File: src/rtl/multi_key_debouncer.sv
// rtl/multi_key_debouncer.sv - CH_NUM-channel key debouncer with hysteresis, auto-repeat and release events
// Optional long-press detection is compiled in when DEBOUNCE_LONG_PRESS_EN is defined.
module multi_key_debouncer #(
    parameter int CH_NUM          = 4,
    parameter int FILT_BITS       = 4,
    parameter int REP_CNT_BITS    = 7,
    parameter int REP_START_DELAY = 99,
    parameter int REP_PERIOD      = 100,
    parameter int LONG_TICKS      = 200
) (
    input  logic              CLK,
    input  logic              CLR,
    input  logic              CE,
    input  logic              REP_EN,
    input  logic [CH_NUM-1:0] S_IN,
    input  logic [CH_NUM-1:0] REP_MASK,
    output logic [CH_NUM-1:0] KEY_EN,
    output logic [CH_NUM-1:0] KEY_UP,
    output logic [CH_NUM-1:0] KEY_DN
`ifdef DEBOUNCE_LONG_PRESS_EN
    ,
    output logic [CH_NUM-1:0] KEY_LONG
`endif
);

    generate
        if (FILT_BITS < 2) begin : g_bad_filt
            $error("multi_key_debouncer: FILT_BITS must be >= 2");
        end
        if (REP_PERIOD < 1) begin : g_bad_period
            $error("multi_key_debouncer: REP_PERIOD must be >= 1");
        end
        if ((REP_START_DELAY >= (1 << REP_CNT_BITS)) || ((REP_PERIOD - 1) >= (1 << REP_CNT_BITS))) begin : g_bad_cnt
            $error("multi_key_debouncer: repeat reload values do not fit REP_CNT_BITS");
        end
        if (LONG_TICKS < 1) begin : g_bad_long
            $error("multi_key_debouncer: LONG_TICKS must be >= 1");
        end
    endgenerate

    typedef enum logic {
        RELEASED = 1'b0,
        PRESSED  = 1'b1
    } state_t;

    localparam logic [REP_CNT_BITS-1:0] START_CNT  = REP_CNT_BITS'(REP_START_DELAY);
    localparam logic [REP_CNT_BITS-1:0] PERIOD_CNT = REP_CNT_BITS'(REP_PERIOD - 1);

    logic   [FILT_BITS-1:0]    p_q     [CH_NUM];
    logic   [FILT_BITS-1:0]    p_d     [CH_NUM];
    state_t                    state_q [CH_NUM];
    state_t                    state_d [CH_NUM];
    logic   [REP_CNT_BITS-1:0] cnt_q   [CH_NUM];
    logic   [REP_CNT_BITS-1:0] cnt_d   [CH_NUM];
    logic   [CH_NUM-1:0]       key_up_q;
    logic   [CH_NUM-1:0]       key_up_d;
    logic   [CH_NUM-1:0]       key_dn_q;
    logic   [CH_NUM-1:0]       key_dn_d;

`ifdef DEBOUNCE_LONG_PRESS_EN
    localparam int                   LCNT_BITS = $clog2(LONG_TICKS + 1);
    localparam logic [LCNT_BITS-1:0] LONG_MAX  = LCNT_BITS'(LONG_TICKS);
    localparam logic [LCNT_BITS-1:0] LONG_LAST = LCNT_BITS'(LONG_TICKS - 1);

    logic [LCNT_BITS-1:0] lcnt_q [CH_NUM];
    logic [LCNT_BITS-1:0] lcnt_d [CH_NUM];
    logic [CH_NUM-1:0]    key_long_q;
    logic [CH_NUM-1:0]    key_long_d;
`endif

    always_comb begin
        key_up_d = '0;
        key_dn_d = '0;
`ifdef DEBOUNCE_LONG_PRESS_EN
        key_long_d = '0;
`endif
        for (int i = 0; i < CH_NUM; i++) begin
            p_d[i]     = CE ? {p_q[i][FILT_BITS-2:0], S_IN[i]} : p_q[i];
            state_d[i] = state_q[i];
            cnt_d[i]   = cnt_q[i];
`ifdef DEBOUNCE_LONG_PRESS_EN
            lcnt_d[i]  = lcnt_q[i];
`endif
            case (state_q[i])
                RELEASED: begin
                    // The press cycle itself never consumes a repeat tick.
                    if (&p_q[i]) begin
                        state_d[i]  = PRESSED;
                        key_up_d[i] = 1'b1;
                        cnt_d[i]    = START_CNT;
`ifdef DEBOUNCE_LONG_PRESS_EN
                        lcnt_d[i]   = '0;
`endif
                    end
                end
                PRESSED: begin
                    if (~|p_q[i]) begin
                        state_d[i]  = RELEASED;
                        key_dn_d[i] = 1'b1;
                        cnt_d[i]    = '0;
`ifdef DEBOUNCE_LONG_PRESS_EN
                        lcnt_d[i]   = '0;
`endif
                    end else begin
                        if (REP_MASK[i] && REP_EN) begin
                            if (cnt_q[i] == '0) begin
                                key_up_d[i] = 1'b1;
                                cnt_d[i]    = PERIOD_CNT;
                            end else begin
                                cnt_d[i] = cnt_q[i] - REP_CNT_BITS'(1);
                            end
                        end
`ifdef DEBOUNCE_LONG_PRESS_EN
                        // Saturating at LONG_MAX makes the long pulse fire once per press.
                        if (REP_EN && (lcnt_q[i] != LONG_MAX)) begin
                            lcnt_d[i] = lcnt_q[i] + LCNT_BITS'(1);
                            if (lcnt_q[i] == LONG_LAST) begin
                                key_long_d[i] = 1'b1;
                            end
                        end
`endif
                    end
                end
                default: state_d[i] = RELEASED;
            endcase
        end
    end

    always_ff @(posedge CLK or posedge CLR) begin
        if (CLR) begin
            for (int i = 0; i < CH_NUM; i++) begin
                p_q[i]     <= '0;
                state_q[i] <= RELEASED;
                cnt_q[i]   <= '0;
`ifdef DEBOUNCE_LONG_PRESS_EN
                lcnt_q[i]  <= '0;
`endif
            end
            key_up_q <= '0;
            key_dn_q <= '0;
`ifdef DEBOUNCE_LONG_PRESS_EN
            key_long_q <= '0;
`endif
        end else begin
            for (int i = 0; i < CH_NUM; i++) begin
                p_q[i]     <= p_d[i];
                state_q[i] <= state_d[i];
                cnt_q[i]   <= cnt_d[i];
`ifdef DEBOUNCE_LONG_PRESS_EN
                lcnt_q[i]  <= lcnt_d[i];
`endif
            end
            key_up_q <= key_up_d;
            key_dn_q <= key_dn_d;
`ifdef DEBOUNCE_LONG_PRESS_EN
            key_long_q <= key_long_d;
`endif
        end
    end

    always_comb begin
        KEY_EN = '0;
        for (int i = 0; i < CH_NUM; i++) begin
            KEY_EN[i] = (state_q[i] == PRESSED);
        end
    end

    assign KEY_UP = key_up_q;
    assign KEY_DN = key_dn_q;
`ifdef DEBOUNCE_LONG_PRESS_EN
    assign KEY_LONG = key_long_q;
`endif

endmodule
File: config.mk
export PLATFORM = sky130hd
export DESIGN_NAME = multi_key_debouncer
export DESIGN_NICKNAME = d
export VERILOG_FILES = /design/src/rtl/multi_key_debouncer.sv
export SDC_FILE = /design/constraint.sdc
export NUM_CORES = 1
export LEC_CHECK = 0
export BUFFER_PORTS_ARGS = -buffer_cell sky130_fd_sc_hd__buf_2
export CAP_MARGIN = 10
export CORE_MARGIN = 1
export CORE_UTILIZATION = 55
export CTS_CLUSTER_SIZE = 24
export DETAILED_ROUTE_END_ITERATION = 6
export PLACE_DENSITY = 0.71
export SLEW_MARGIN = 20
export SYNTH_ARGS = -nofsm -noshare
export SYNTH_HDL_FRONTEND = slang
export SYNTH_SLANG_ARGS = --single-unit
File: constraint.sdc
create_clock -name CLK -period 2.05 [get_ports CLK]
set_input_delay 0.1025 -clock CLK [delete_from_list [all_inputs] [get_ports CLK]]
set_output_delay 0.1025 -clock CLK [all_outputs]
set_load 0.05 [all_outputs]
==> results of run 1 <==
-- cells by family (layout without fill, tap and decap cells) --
logic type / after synthesis / after routing / synth area share
multiplexers: 17 / 17 / 0.0653
adder cells (fa/ha/maj): 8 / 8 / 0.0341
flip-flops: 56 / 56 / 0.478
AO/OA/AOI/OAI: 78 / 78 / 0.192
buffers and inverters: 27 / 52 / 0.0371
AND/OR/NAND/NOR: 98 / 98 / 0.193
-- report_power, final --
part	switching (mW)	total, mW	leakage, nW	internal [mW]
Clock	0.344	0.576	0.0400	0.232
Sequential	0.401	1.85	0.685	1.45
Combinational	0.858	1.49	0.690	0.628
Total	1.60	3.91	1.42	2.31
-- synth_stat cells (2+ instances only) --
library cell | count | share of area
nand3_1 | 11 | 0.019
nor2b_1 | 3 | 0.0064
and2_1 | 3 | 0.0064
a31o_2 | 2 | 0.0060
clkbuf_1 | 3 | 0.0038
ha_1 | 8 | 0.034
a32oi_1 | 3 | 0.0090
a41oi_1 | 2 | 0.0060
o221a_2 | 2 | 0.0077
o22ai_1 | 2 | 0.0043
nor3b_1 | 3 | 0.0077
o31ai_1 | 3 | 0.0077
buf_2 | 6 | 0.010
nand4_1 | 6 | 0.013
nand2_1 | 17 | 0.022
or3_1 | 2 | 0.0043
a2bb2oi_1 | 4 | 0.012
a31oi_1 | 6 | 0.013
nor2_1 | 17 | 0.022
nor4_2 | 2 | 0.0085
nor3_1 | 6 | 0.010
and3_1 | 8 | 0.017
nor4_1 | 6 | 0.013
inv_1 | 18 | 0.023
a21oi_1 | 14 | 0.024
mux2_2 | 17 | 0.065
dfrtp_1 | 56 | 0.48
a211oi_1 | 4 | 0.010
a21o_1 | 3 | 0.0077
nand2b_1 | 3 | 0.0064
o31a_1 | 2 | 0.0060
a311oi_1 | 5 | 0.015
a21boi_0 | 2 | 0.0051
o21ai_0 | 12 | 0.020
o21a_1 | 4 | 0.010
-- critical path: cells and delay by family (launching register included) --
kind | cells | cell delay (ns)
and+or+nand+nor | 2 | 0.62
DFF | 1 | 0.40
adders and majority gates | 1 | 0.24
AOI/OAI and AO/OA | 2 | 0.21
buffers and inverters | 1 | 0.10
-- stage by stage --
step | cells | hold WS (ns) | instance area [um^2] | setup slack [ns] | total power, mW
after detailed placement | 371 | 0.335 | 3120 | 0.429 | 3.34
final | 379 | 0.0209 | 3210 | 0.405 | 3.91
after global routing | 379 | 0.0215 | 3210 | 0.245 | 4.23
after CTS | 379 | 0.0154 | 3210 | 0.411 | 3.93
after floorplan | 284 | 0.254 | 2930 | 0.325 | 2.97
after global placement | 371 | 0.334 | 3120 | 0.457 | 3.32
-- routing by layer --
metal	wire, um	GRT usage	share of wire	vias up
li1	-	-	-	1121
met1	2530	0.300	0.46	1069
met2	2620	0.337	0.48	69
met3	284	0.0428	0.052	7
met4	68	0.0860	0.012	0
met5	0	0	0	-
-- cell type report --
cell class,count,area [um^2]
clock buffers,5,68.8
clock inverters,2,12.5
fillers,444,1900
inverters,18,67.6
multi-input cells,201,1420
flip-flops and latches,56,1400
well taps,70,87.6
repair buffers,27,148
-- flip-flops by register name, summed over array words and instances (netlist names) --
signal,cells
KEY_DN,4
KEY_EN,4
KEY_UP,4
cnt_q,28
p_q,16
-- worst paths after layout --
path	start	endpoint	slack [ns]	cells after the start
max	cnt_q[21]$_DFFE_PP0P_	cnt_q[25]$_DFFE_PP0P_	0.41	6
min	S_IN[0]	p_q[12]$_DFFE_PP0P_	0.02	2
max reg2reg	cnt_q[21]$_DFFE_PP0P_	cnt_q[25]$_DFFE_PP0P_	0.41	6
min reg2reg	cnt_q[21]$_DFFE_PP0P_	cnt_q[21]$_DFFE_PP0P_	0.49	1
max in group asynchronous	CLR	cnt_q[18]$_DFFE_PP0P_	1.08	4
min in group asynchronous	CLR	KEY_UP[2]$_DFF_PP0_	0.51	4
==> flow_summary_export.csv, run 1 <==
group,metric,value,unit
run_status,status,"finished clean",
synthesis,synth_nets,304,
synthesis,synth_area,2930,um^2
global_routing,grt.total_usage,0.217,
synthesis,ys_ff_latch,56,
cts,ctsHoldBuffers,1,
power,peakVddDrop,0.599,mV
die,start_util,0.574,
global_routing,grt_pass1_wl,9.36,mm
cts,cts_root_buffer,"clkbuf_8",
drt,ant_nets,0,
cts,clk_latency,0.31,ns
drt,drtIter0Drc,122,
cts,clk_pin_slew,0.09,ns
drt,drt-wirelength-per-cell,14.5,um
final_layout,mostFrequentLayoutCells,"dfrtp_1, buf_2",
drt,num_vias,2266,
synthesis,synthArstFlopShare,1.00,
die,die_w,75.0,um
flow_run,maxCapViolations,0,
cts,cts_buffer_depth,2,
worst_setup_path,cp_slowest_cell,"or3b_2",
synthesis,syn_avg_cell_area,10.3,um^2
cts,post_cts_buffers,0,
drt,routed_wl,5.50,mm
power,leakagePower,1.42,nW
final_layout,syn2layout_area_growth,9.39,%
drt,avgViaCountPerCell,5.98,
drt,dr.pass1.iters,4,
synthesis,ys.flop_type,"dfrtp_1",
final_layout,diodes,0,
worst_setup_path,max_stage_delay,0.48,ns
sta,rsz0062_at_grt,"no",
sta,final_hold_viol_count,0,
cts,tritoncts,"yes",
sta,tightest_slew,0.667,ns
sta,slew-limit-headroom,0.555,
die,core,5110,um^2
sta,skew,0.0174,ns
final_layout,layout-drive-gt1-share,0.207,
sta,slew_violations,0,
worst_setup_path,required,2.29,ns
sta,setup_viol_count_final,0,
final_layout,fin_nets,329,
global_routing,grt_pass1_vias,2098,
final_layout,final_common_cell,"dfrtp_1",
sta,fmaxAchievable,608,MHz
synthesis,synth.distinct_cells,54,
hold_path,min_path_type,"primary input to register",
place,gp_congestion,0.846,
die,ioPinCount,24,
worst_setup_path,path_cells,"inv_1, ha_1, or3b_2, nor3_1, a32oi_1, a21oi_1",
drt,route.detailed.drc,0,
sta,fin_crit,1.64,ns
cts,cts_htree_levels,2,
die,die_area,5630,um^2
global_routing,grt_max_degree,57,
die,floorplan.die.height,75.0,um
cts,cts.sinks,56,
synthesis,yosysWarnings,0,
place,io_buffers,23,
sta,period_share,0.802,
synthesis,ys_seq_area_frac,0.478,
worst_setup_path,arrival,1.88,ns
global_routing,grt_overflow_total,0,
worst_setup_path,critPathCaptureType,"register",
worst_setup_path,path_max_fanout,5,
worst_setup_path,worst_setup_path_start_kind,"register",
final_layout,fin_util,0.628,
sta,finalSetupTns,0,ns
cts,postCtsResizedCells,0,
synthesis,synth_cells,284,
synthesis,synth_edf_count,0,
power,power_density,1220,nW/um^2
worst_setup_path,criticalPathCategory,"register to register",
cts,cts_buffers,5,
place,dp_hpwl,3.89,mm
die,std_cell_rows,26,
global_routing,grt_antenna_before_repair,0,
Note: power is estimated with default switching activity, not from simulation.
==> run 2: changes to the inputs <==
Clock period 2.05 ns to 1.65 ns, I/O delays scaled along.
==> run 2 against run 1 <==
First-iteration DRC count up 11%. Total power up 31%. Global-route usage grew 1.2 points. Maximum frequency rose by 6.5%. Register-to-register slack worse by 0.30 ns. Combinational power is 43% higher. Die area unchanged. Critical path depth down 1.
==> flow_summary_export.csv, run 2 (synthesized netlist as in run 1, its figures left out) <==
group,metric,value,unit
sta,timing.final.ws_setup,0.106,ns
global_routing,grt_pass1_wl,9.63,mm
worst_setup_path,arrival,1.74,ns
cts,cts_root_buffer,"clkbuf_8",
sta,slew-limit-headroom,0.694,
global_routing,grt.total_usage,0.229,
die,die_area,5630,um^2
sta,final_hold_viol_count,0,
power,power.switching,2.10,mW
global_routing,grt_antenna_before_repair,0,
drt,route.detailed.drc,0,
drt,ant_nets,0,
power,power_density,1510,nW/um^2
power,combPwrFrac,0.414,
cts,cts_buffers,5,
power,peakVddDrop,0.770,mV
flow_run,maxCapViolations,0,
cts,cts_htree_levels,2,
sta,tightest_slew,0.455,ns
die,core,5110,um^2
final_layout,fin_nets,348,
final_layout,final_common_cell,"dfrtp_1",
final_layout,multi_input_area,1440,um^2
drt,routed_wl,5.99,mm
place,dp_cells,386,
worst_setup_path,required,1.85,ns
die,start_util,0.574,
sta,fin_hold_ws,0.0153,ns
die,ioPinCount,24,
cts,clk_latency,0.32,ns
cts,clk_pin_slew,0.10,ns
die,die_w,75.0,um
cts,cts_buffer_depth,2,
drt,num_vias,2412,
drt,drtIter0Drc,135,
hold_path,min_path_type,"primary input to register",
cts,cts.sinks,56,
drt,avgViaCountPerCell,6.05,
final_layout,layout-drive-gt1-share,0.267,
sta,fmaxAchievable,648,MHz
place,io_buffers,23,
final_layout,regArea,1400,um^2
final_layout,top_regs,"cnt_q x28, p_q x16",
worst_setup_path,critPathCaptureType,"register",
run_status,status,"finished clean",
worst_setup_path,path_max_fanout,3,
sta,slew_violations,0,
global_routing,grt_overflow_total,0,
place,dp_hpwl,4.13,mm
power,pwr-share-clk,0.150,
worst_setup_path,worst_setup_path_start_kind,"register",
final_layout,top_register,"cnt_q",
sta,fin_crit,1.54,ns
cts,tritoncts,"yes",
drt,dr.pass1.iters,4,
final_layout,largest_reg_flops,28,
global_routing,grt_pass1_vias,2155,
power,sw_frac_of_total,0.409,
place,gp_congestion,0.933,
final_layout,instances_no_fill,399,
die,floorplan.die.height,75.0,um
final_layout,mostFrequentLayoutCells,"dfrtp_1, buf_2, buf_4",
final_layout,nFillCells,432,
final_layout,diodes,0,
sta,skew,0.0145,ns
drt,drt-wirelength-per-cell,15.0,um
power,p_int,3.04,mW
power,seqPwrFrac,0.435,
worst_setup_path,criticalPathCategory,"register to register",
final_layout,syn2layout_area_growth,15.9,%
sta,setup_viol_count_final,0,
global_routing,grt_max_degree,34,
place,dpl_worst_slack,0.115,ns
power,leakagePower,1.52,nW
die,std_cell_rows,26,
sta,period_share,0.936,
run 2: final cells by class:
type,count,area share
Inverter,18,0.0199
Clock inverter,3,0.00663
Clock buffer,5,0.0203
Sequential cell,56,0.413
Timing Repair Buffer,46,0.0906
Tap cell,70,0.0258
Multi-Input combinational cell,201,0.424
run 2: timing repair:
| item | in CTS | in global routing |
|---|---|---|
| endpoints found under the hold margin | 58 | 0 |
| resized for setup | 0 | 4 |
| buffers inserted | 0 | 2 |
| endpoints found under the setup margin | 0 | 7 |
| hold buffers | 3 | 0 |
run 2: worst max-delay path, stage by stage, from the launching register on:
cell     delay [ns]
dfrtp_1        0.39
inv_1          0.10
ha_1           0.17
or3b_2         0.47
a32oi_1        0.21
a21oi_1        0.09
run 2: layer usage:
layer  global-route usage  wire, um  up-vias  share of wire
met5                    0         0        -              0
met4               0.0985        55        0         0.0092
met3               0.0321       279        7          0.047
met2                0.364      2920       77           0.49
met1                0.316      2730     1156           0.46
li1                     -         -     1172              -
run 2: final timing paths:
| kind | slack [ns] | start | cells after the start | to |
|---|---|---|---|---|
| worst max-delay path | 0.11 | cnt_q[21]$_DFFE_PP0P_ | 5 | cnt_q[25]$_DFFE_PP0P_ |
| worst min-delay path | 0.02 | S_IN[1] | 2 | p_q[8]$_DFFE_PP0P_ |
| worst max register to register | 0.11 | cnt_q[21]$_DFFE_PP0P_ | 5 | cnt_q[25]$_DFFE_PP0P_ |
| worst min register to register | 0.54 | cnt_q[20]$_DFFE_PP0P_ | 1 | cnt_q[20]$_DFFE_PP0P_ |
| max in group asynchronous | 0.96 | CLR | 4 | cnt_q[15]$_DFFE_PP0P_ |
| min in group asynchronous | 0.20 | CLR | 3 | cnt_q[9]$_DFFE_PP0P_ |
run 2: power groups by stage:
stage          sequential (mW)  combinational (mW)  clock (mW)
6_report                  2.24                2.13       0.772
5_1_grt                   2.30                2.35       0.849
4_1_cts                   2.21                2.08       0.800
3_5_place_dp              2.24                2.06           0
3_3_place_gp              2.22                2.03           0
2_1_floorplan             2.41                1.29           0
run 2: stage by stage:
stage | setup TNS (ns) | total power, mW | util | cell area, um^2
after global placement | 0 | 4.26 | 0.635 | 3240
final | 0 | 5.14 | 0.665 | 3400
after detailed placement | 0 | 4.30 | 0.635 | 3240
after floorplan | 0 | 3.70 | - | 2930
after CTS | 0 | 5.09 | 0.659 | 3360
after global routing | -0.00713 | 5.50 | 0.665 | 3400
==> run 3: changes to the inputs <==
Settings changed: CORE_ASPECT_RATIO from default to 0.8.
==> run 3 against run 2 <==
Cell count shrank 3.3%. Setup slack lost 0.0089 ns. Register-to-register slack is essentially flat. Core utilization shrank 0.43 points. Sequential share of layout area grew 0.65 points. Maximum frequency shrank 0.58%. Total power shrank 0.84%. Clock power shrank 0.6%. Critical path depth grew 1. Design area shrank 1.5%. Global-route usage shrank 0.64 points. Clock skew shrank 0.0061 ns.
==> flow_summary_export.csv, run 3 (synthesized netlist as in run 1, its figures left out) <==
group,metric,value,unit
run_status,status,"finished clean",
die,floorplan.die.height,67.3,um
worst_setup_path,path_max_fanout,3,
global_routing,grt_max_degree,22,
worst_setup_path,crit_buf_inv,1,
final_layout,top_register,"cnt_q",
cts,cts_root_buffer,"clkbuf_8",
hold_path,min_path_type,"primary input to register",
sta,skew,0.00836,ns
die,core,5060,um^2
final_layout,final_common_cell,"dfrtp_1",
sta,final_hold_viol_count,0,
drt,drt-wirelength-per-cell,15.3,um
final_layout,diodes,0,
sta,slew_violations,0,
cts,clk_pin_slew,0.09,ns
die,die_area,5630,um^2
power,peakVddDrop,0.874,mV
power,seqPwrFrac,0.449,
cts,cts_htree_levels,2,
final_layout,top_regs,"cnt_q x28, p_q x16",
drt,num_vias,2383,
cts,clk_latency,0.31,ns
final_layout,nFillCells,407,
power,p_int,3.03,mW
worst_setup_path,critPathTopFamily,"simple AND/OR/NAND/NOR gates",
final_layout,fin_nets,343,
die,ioPinCount,24,
global_routing,grt_pass1_wl,10.1,mm
global_routing,grt_antenna_before_repair,0,
sta,timing.final.ws_setup,0.0970,ns
worst_setup_path,cp_slowest_cell,"or3b_2",
die,die_w,83.6,um
drt,routed_wl,5.90,mm
hold_path,min_delay_path_depth,2,
power,power.switching,2.06,mW
die,start_util,0.579,
cts,post_cts_buffers,0,
worst_setup_path,ff2ff_path_depth,6,
sta,period_share,0.941,
place,io_buffers,23,
worst_setup_path,max_stage_delay,0.48,ns
flow_run,maxCapViolations,0,
drt,dr.pass1.iters,5,
global_routing,grt_overflow_total,0,
drt,drtIter0Drc,110,
worst_setup_path,path_depth,6,
worst_setup_path,arrival,1.79,ns
final_layout,syn2layout_area_growth,14.2,%
final_layout,mostFrequentLayoutCells,"dfrtp_1, buf_2, inv_1, nor2_1, mux2_2",
cts,cts_buffers,5,
drt,ant_nets,0,
sta,setup_viol_count_final,0,
power,power_density,1520,nW/um^2
power,sw_frac_of_total,0.405,
worst_setup_path,path_cells,"inv_1, ha_1, or3b_2, nor3_2, a32oi_1, a21oi_1",
worst_setup_path,r2r_slack,0.1,ns
drt,avgViaCountPerCell,6.17,
worst_setup_path,critPathCaptureType,"register",
place,gp_congestion,0.901,
die,std_cell_rows,23,
final_layout,layout-drive-gt1-share,0.265,
power,leakagePower,1.50,nW
cts,tritoncts,"yes",
final_layout,fin_util,0.661,
place,dpl_worst_slack,0.0757,ns
sta,fin_hold_ws,0.00619,ns
final_layout,largest_reg_flops,28,
cts,cts_buffer_depth,2,
global_routing,grt_pass1_vias,2248,
place,dp_hpwl,4.35,mm
sta,fmaxAchievable,644,MHz
sta,tightest_slew,0.511,ns
sta,fin_crit,1.55,ns
sta,slew-limit-headroom,0.656,
worst_setup_path,criticalPathCategory,"register to register",
power,combPwrFrac,0.400,
drt,route.detailed.drc,0,
power,pwr-share-clk,0.151,
cts,cts.sinks,56,
worst_setup_path,required,1.88,ns
global_routing,grt.total_usage,0.223,
worst_setup_path,worst_setup_path_start_kind,"register",
==> run 3: repair_timing <==
action,in CTS,in global routing
hold buffers,1,0
setup endpoints to repair,0,7
endpoints found under the hold margin,14,0
resized for setup,0,5
==> run 3: worst paths after layout <==
| kind | from | to |
|---|---|---|
| worst max-delay path | cnt_q[21]$_DFFE_PP0P_ | cnt_q[25]$_DFFE_PP0P_ |
| worst min-delay path | S_IN[0] | p_q[12]$_DFFE_PP0P_ |
| worst max register to register | cnt_q[21]$_DFFE_PP0P_ | cnt_q[25]$_DFFE_PP0P_ |
| worst min register to register | cnt_q[21]$_DFFE_PP0P_ | cnt_q[21]$_DFFE_PP0P_ |
| max in group asynchronous | CLR | KEY_EN[0]$_DFF_PP0_ |
| min in group asynchronous | CLR | KEY_EN[2]$_DFF_PP0_ |
==> run 3: power by group through the flow <==
stage          combinational, mW  sequential, mW  clock [mW]
4_1_cts                     2.02            2.27       0.796
3_3_place_gp                1.97            2.28           0
2_1_floorplan               1.29            2.41           0
5_1_grt                     2.25            2.36       0.834
6_report                    2.04            2.29       0.767
3_5_place_dp                2.01            2.29           0
==> run 3: final cells by class <==
type | instances | area [um^2] | share of cell area
multi-input combinational | 201 | 1440 | 0.430
sequential | 56 | 1410 | 0.420
timing repair buffer | 41 | 265 | 0.0792
clock buffer | 6 | 82.6 | 0.0247
tap | 62 | 77.6 | 0.0232
inverter | 18 | 67.6 | 0.0202
clock inverter | 2 | 10.0 | 0.00299
==> run 3: worst register-to-register path: cells and delay by family, from the launching register on <==
family	cells	cell delay (ns)
AND/OR/NAND/NOR	2	0.60
flip-flops	1	0.40
AO/OA/AOI/OAI	2	0.22
adder cells (fa/ha/maj)	1	0.17
buffers and inverters	1	0.10
==> run 3: metrics by stage <==
stage	cell area (um^2)	instances	total power [mW]	setup TNS, ns
final	3350	386	5.09	0
after global routing	3350	386	5.44	-0.00933
after CTS	3330	386	5.08	0
after detailed placement	3230	377	4.30	0
after global placement	3230	377	4.25	0
after floorplan	2930	284	3.70	0
==> run 3: routing by layer <==
layer,routed length [um],vias up,GRT usage,part of all wire
met1,2930,1152,0.309,0.50
met3,247,10,0.0367,0.042
met4,78,0,0.0784,0.013
met5,0,-,0,0
li1,-,1150,-,-
met2,2640,71,0.360,0.45
